===== src/rtl/poly_addsub_stream_pkg.sv =====
// poly_addsub_stream_pkg: NewHope ring parameters and operation encodings
package poly_addsub_stream_pkg;
    localparam int NEWHOPE_Q = 12289;
    localparam int NEWHOPE_N = 1024;
    localparam int NEWHOPE_W = 16;
    typedef enum logic {MODE_SUB = 1'b0, MODE_ADD = 1'b1} mode_e;
endpackage


===== src/rtl/modq_addsub_lane.sv =====
// modq_addsub_lane: one coefficient lane, S1 add/sub into W+1 bits, S2 conditional subtract of Q
module modq_addsub_lane
    import poly_addsub_stream_pkg::*;
#(
    parameter int W = NEWHOPE_W,
    parameter int Q = NEWHOPE_Q
) (
    input  logic         clk,
    input  logic         rst,
    input  logic         en,
    input  mode_e        mode,
    input  logic [W-1:0] a,
    input  logic [W-1:0] b,
    output logic [W-1:0] red
);
    localparam logic [W:0] QE = (W+1)'(Q);
    logic [W:0] ae, be, t, t_nxt;
    assign ae = {1'b0, a};
    assign be = {1'b0, b};
    // Subtraction pre-adds Q on underflow so S2 only ever needs one conditional subtract
    assign t_nxt = (mode == MODE_ADD) ? ae + be : (a < b) ? ae + QE - be : ae - be;
    always_ff @(posedge clk) begin
        if (rst) begin
            t   <= '0;
            red <= '0;
        end else if (en) begin
            t   <= t_nxt;
            red <= (t >= QE) ? W'(t - QE) : t[W-1:0];
        end
    end
endmodule


===== src/rtl/poly_addsub_stream.sv =====
// poly_addsub_stream: streaming two-stage coefficient-wise mod-Q add/sub of two polynomials
module poly_addsub_stream
    import poly_addsub_stream_pkg::*;
#(
    parameter int W     = NEWHOPE_W,
    parameter int Q     = NEWHOPE_Q,
    parameter int N     = NEWHOPE_N,
    parameter int LANES = 1
) (
    input  logic               clk,
    input  logic               rst,
    input  logic               mode,
    input  logic               in_valid,
    output logic               in_ready,
    input  logic [LANES*W-1:0] dia,
    input  logic [LANES*W-1:0] dib,
    output logic               out_valid,
    input  logic               out_ready,
    output logic [LANES*W-1:0] red_out,
    output logic               out_last,
    output logic               done
);
    localparam int BEATS = N / LANES;
    localparam int CW = (BEATS > 1) ? $clog2(BEATS) : 1;
    logic [CW-1:0] in_cnt;
    logic mode_q, s1_valid, s1_last, adv, take, cur_mode, in_last;
    assign adv      = !out_valid || out_ready;
    assign in_ready = adv && !rst;
    assign take     = in_valid && in_ready;
    assign in_last  = in_cnt == CW'(BEATS - 1);
    // The first beat of a polynomial uses the live mode; later beats use the latched one
    assign cur_mode = (in_cnt == '0) ? mode : mode_q;
    always_ff @(posedge clk) begin
        if (rst) begin
            in_cnt    <= '0;
            mode_q    <= 1'b0;
            s1_valid  <= 1'b0;
            s1_last   <= 1'b0;
            out_valid <= 1'b0;
            out_last  <= 1'b0;
            done      <= 1'b0;
        end else begin
            if (take) begin
                in_cnt <= in_last ? '0 : in_cnt + 1'b1;
                if (in_cnt == '0) mode_q <= mode;
            end
            if (adv) begin
                s1_valid  <= take;
                s1_last   <= take && in_last;
                out_valid <= s1_valid;
                out_last  <= s1_last;
            end
            done <= out_valid && out_ready && out_last;
        end
    end
    for (genvar i = 0; i < LANES; i++) begin : g_lane
        modq_addsub_lane #(.W(W), .Q(Q)) u_lane (
            .clk  (clk),
            .rst  (rst),
            .en   (adv),
            .mode (mode_e'(cur_mode)),
            .a    (dia[i*W +: W]),
            .b    (dib[i*W +: W]),
            .red  (red_out[i*W +: W])
        );
    end
endmodule


===== config.mk =====
export PLATFORM = sky130hd
export DESIGN_NAME = poly_addsub_stream
export DESIGN_NICKNAME = d
export VERILOG_FILES = /design/src/rtl/poly_addsub_stream_pkg.sv /design/src/rtl/modq_addsub_lane.sv /design/src/rtl/poly_addsub_stream.sv
export SDC_FILE = /design/constraint.sdc
export NUM_CORES = 1
export LEC_CHECK = 0
export CORE_ASPECT_RATIO = 1.2
export CORE_MARGIN = 3
export CORE_UTILIZATION = 30
export CTS_CLUSTER_DIAMETER = 30
export DETAILED_ROUTE_END_ITERATION = 16
export DONT_BUFFER_PORTS = 1
export GPL_ROUTABILITY_DRIVEN = 0
export GPL_TIMING_DRIVEN = 0
export SLEW_MARGIN = 30
export SYNTH_ARGS = -nofsm -noshare
export SYNTH_HDL_FRONTEND = slang
export SYNTH_SLANG_ARGS = --single-unit

===== constraint.sdc =====
create_clock -name clk -period 9.3 [get_ports clk]
set_clock_uncertainty 0.15 [all_clocks]
set_input_delay 1.86 -clock clk [delete_from_list [all_inputs] [get_ports clk]]
set_output_delay 1.86 -clock clk [all_outputs]
set_load 0.01 [all_outputs]

==> flow_summary.ini <==
[synth]
async_reset_ff_frac = 0
avgSynthCellArea_um2 = 7.83
ys.flop_type = dfxtp_1
synth-simple-area-share = 0.203
netlist_instances = 612
synth_edf_count = 0
ys_ff_latch = 49
ys_types = 73
yosys-top-cells-area = dfxtp_1, ha_1, fa_1, inv_1, a21oi_1
synth_xor_area_frac = 0.0640
synth_fa_ha_area_frac = 0.194
synth_largest_area_cell = dfxtp_1
synth_top_family_by_area = compound AO/OA/AOI/OAI gates
yosysTopAreaCellShare = 0.205
synth_nets = 715
synth_mux_area_frac = 0.00940
synth_area_um2 = 4790
yosysSeqAreaShare = 0.205
synth-compound-area-share = 0.252
synth_warnings = 0

[die]
dieArea_um2 = 17500
die_y_um = 144
die_w_um = 121
core_area_um2 = 15600
initial_core_util = 0.306
num_rows = 50
ios = 57

[final_layout]
fin_util = 0.332
nNetsFinal = 722
final_common_cell = inv_1
fillers = 1684
final_cell_mix = inv_1, nor2_1, nand2_1, ha_1, dfxtp_1
seqCellArea_um2 = 981
n_antenna_cell = 0
layout-drive-gt1-share = 0.0597
area_growth_pct = 8.33
multi_input_area_um2 = 3460

[cts]
clockBufferDepth = 2
path_clk_slew_ns = 0.06
clock_latency_ns = 0.29
cts_setup_buffers = 0
cts_buffers = 5
postCtsResizedCells = 0
ctsHtreeMaxLevel = 2
cts_root_buf = clkbuf_16
tritoncts = done
cts_sinks = 49
cts_hold_buf = 0

[setup_path]
critPathCaptureType = primary output
critPathArrivalTime_ns = 2.99
setup.worst_path.class = in -> out
crit_path_start_kind = input port
critical_path_required_ns = 7.29
reg2reg_depth = 8
worstPathMaxFanout = 10

[drt]
drc = 0
drtIter0Drc = 306
via_per_inst = 5.22
drtPass1Iterations = 6
wl_per_cell_um = 15.8
postRouteWirelength_mm = 13.1
ant_nets = 0
vias = 4325

[timing]
grt_setup_unrepaired = no
setup_viol = 0
fin_setup_tns_ns = 0
maxSlewViolCount = 0
worstMarginPinSlew_ns = 0.762
period_share = 0.537
layout_setup_ws_ns = 4.30
layout_min_cycle_time_ns = 5.00
hold_viol = 0
max_freq_mhz = 200
relSlewSlack = 0.492

[global_route]
antenna_found_initial = 0
grt_start_max_net_pins = 15
grt_pass1_wl_mm = 20.9
grt_pass1_vias = 4161
grt_overflow = 0
grtUsageTotal = 0.149

[placed_design]
dp_slack_ns = 4.28
place_hpwl_mm = 10.7
io_buffers = 0

[hold_path]
hold_path_class = reg -> reg
holdPathStages = 2

[power_and_ir_drop]
p_comb_frac = 0.411
powerDensity_nw_per_um2 = 147
peakVddDrop_uv = 73.9
intPower_uw = 472
leakage_uw = 0.00212
p_sw_uw = 293
seq_power_share = 0.363
clock_power_share = 0.226
p_sw_frac = 0.383

[outcome]
status = finished, final reports clean

[run]
maxCapViolCount = 0
-- layer usage --
| metal | up-vias | track usage | routed length [µm] |
|---|---|---|---|
| met1 | 2021 | 0.177 | 5570 |
| met4 | 0 | 0.0507 | 250 |
| met5 | - | 0 | 0 |
| met2 | 95 | 0.265 | 6490 |
| li1 | 2188 | - | - |
| met3 | 21 | 0.0340 | 748 |
-- sequential cells by signal, summed over array words and instances, names as in the netlist --
signal and cells:
g_lane.u_lane.t 17, s1_valid 1, s1_last 1, out_last 1, out_valid 1, done 1
in_cnt 10, g_lane.u_lane.red 16, mode_q 1
-- worst max-delay path, stage by stage --
cell      delay [ns]
nand2b_1        0.16
nand2b_1        0.23
inv_1           0.15
clkbuf_1        0.59
-- through the flow --
| step | total power [µW] | hold slack, ns | std cells | instance area [µm²] |
|---|---|---|---|---|
| 3_3_place_gp | 592 | 0.288 | 820 | 5050 |
| 2_1_floorplan | 520 | 0.275 | 612 | 4790 |
| 4_1_cts | 772 | 0.306 | 828 | 5190 |
| 3_5_place_dp | 595 | 0.292 | 820 | 5050 |
| 6_report | 765 | 0.304 | 828 | 5190 |
| 5_1_grt | 822 | 0.336 | 828 | 5190 |
-- cell usage after synthesis, drive strengths merged, types with 3 or more instances --
cell and count:
o221ai 5, clkbuf 13, o31ai 9, o21a 3, nand2b 10, nor3 16, nor3b 4, o21bai 4
dfxtp 49, nor4 6, a311oi 5, a221oi 6, nand3 7, xor2 13, a21o 4, or2 3
xnor2 22, and2 5, inv 61, mux2i 3, a21oi 44, nor2 57, nor2b 6, a221o 5
fa 14, a31oi 12, nand3b 4, a211oi 13, a32o 3, nand2 57, or3 9, o21ai 32
buf 12, o22ai 6, ha 52, o211ai 4, nand4 6
-- power groups by stage --
stage	clock, µW	sequential (µW)	combinational (µW)
floorplan	0	273	246
global placement	0	282	310
detailed placement	0	283	312
CTS	180	278	313
global route	189	283	350
finish	173	278	314
-- final cells by class --
cell class | instances | area share
inverters | 61 | 0.0441
flip-flops and latches | 49 | 0.189
multi-input cells | 477 | 0.667
clock buffers | 6 | 0.0248
well taps | 208 | 0.0501
plain buffers | 25 | 0.0231
clock inverters | 2 | 0.00193
-- worst paths after layout --
path | from | endpoint | slack, ns
min | s1_last | s1_last | 0.30
max | out_ready | in_ready | 4.30
min reg2reg | s1_last | s1_last | 0.30
max reg2reg | in_cnt[5] | g_lane[0].u_lane.t[13] | 6.73
-- cells by family (layout without fill, tap and decap cells) --
group | count (synthesis) | in the layout
compound gates | 175 | 175
xor+xnor | 35 | 35
fa+ha+maj | 66 | 66
buf+inv | 86 | 94
flops | 49 | 49
mux | 4 | 4
simple gates | 197 | 197
(Power assumes the default switching activity.)
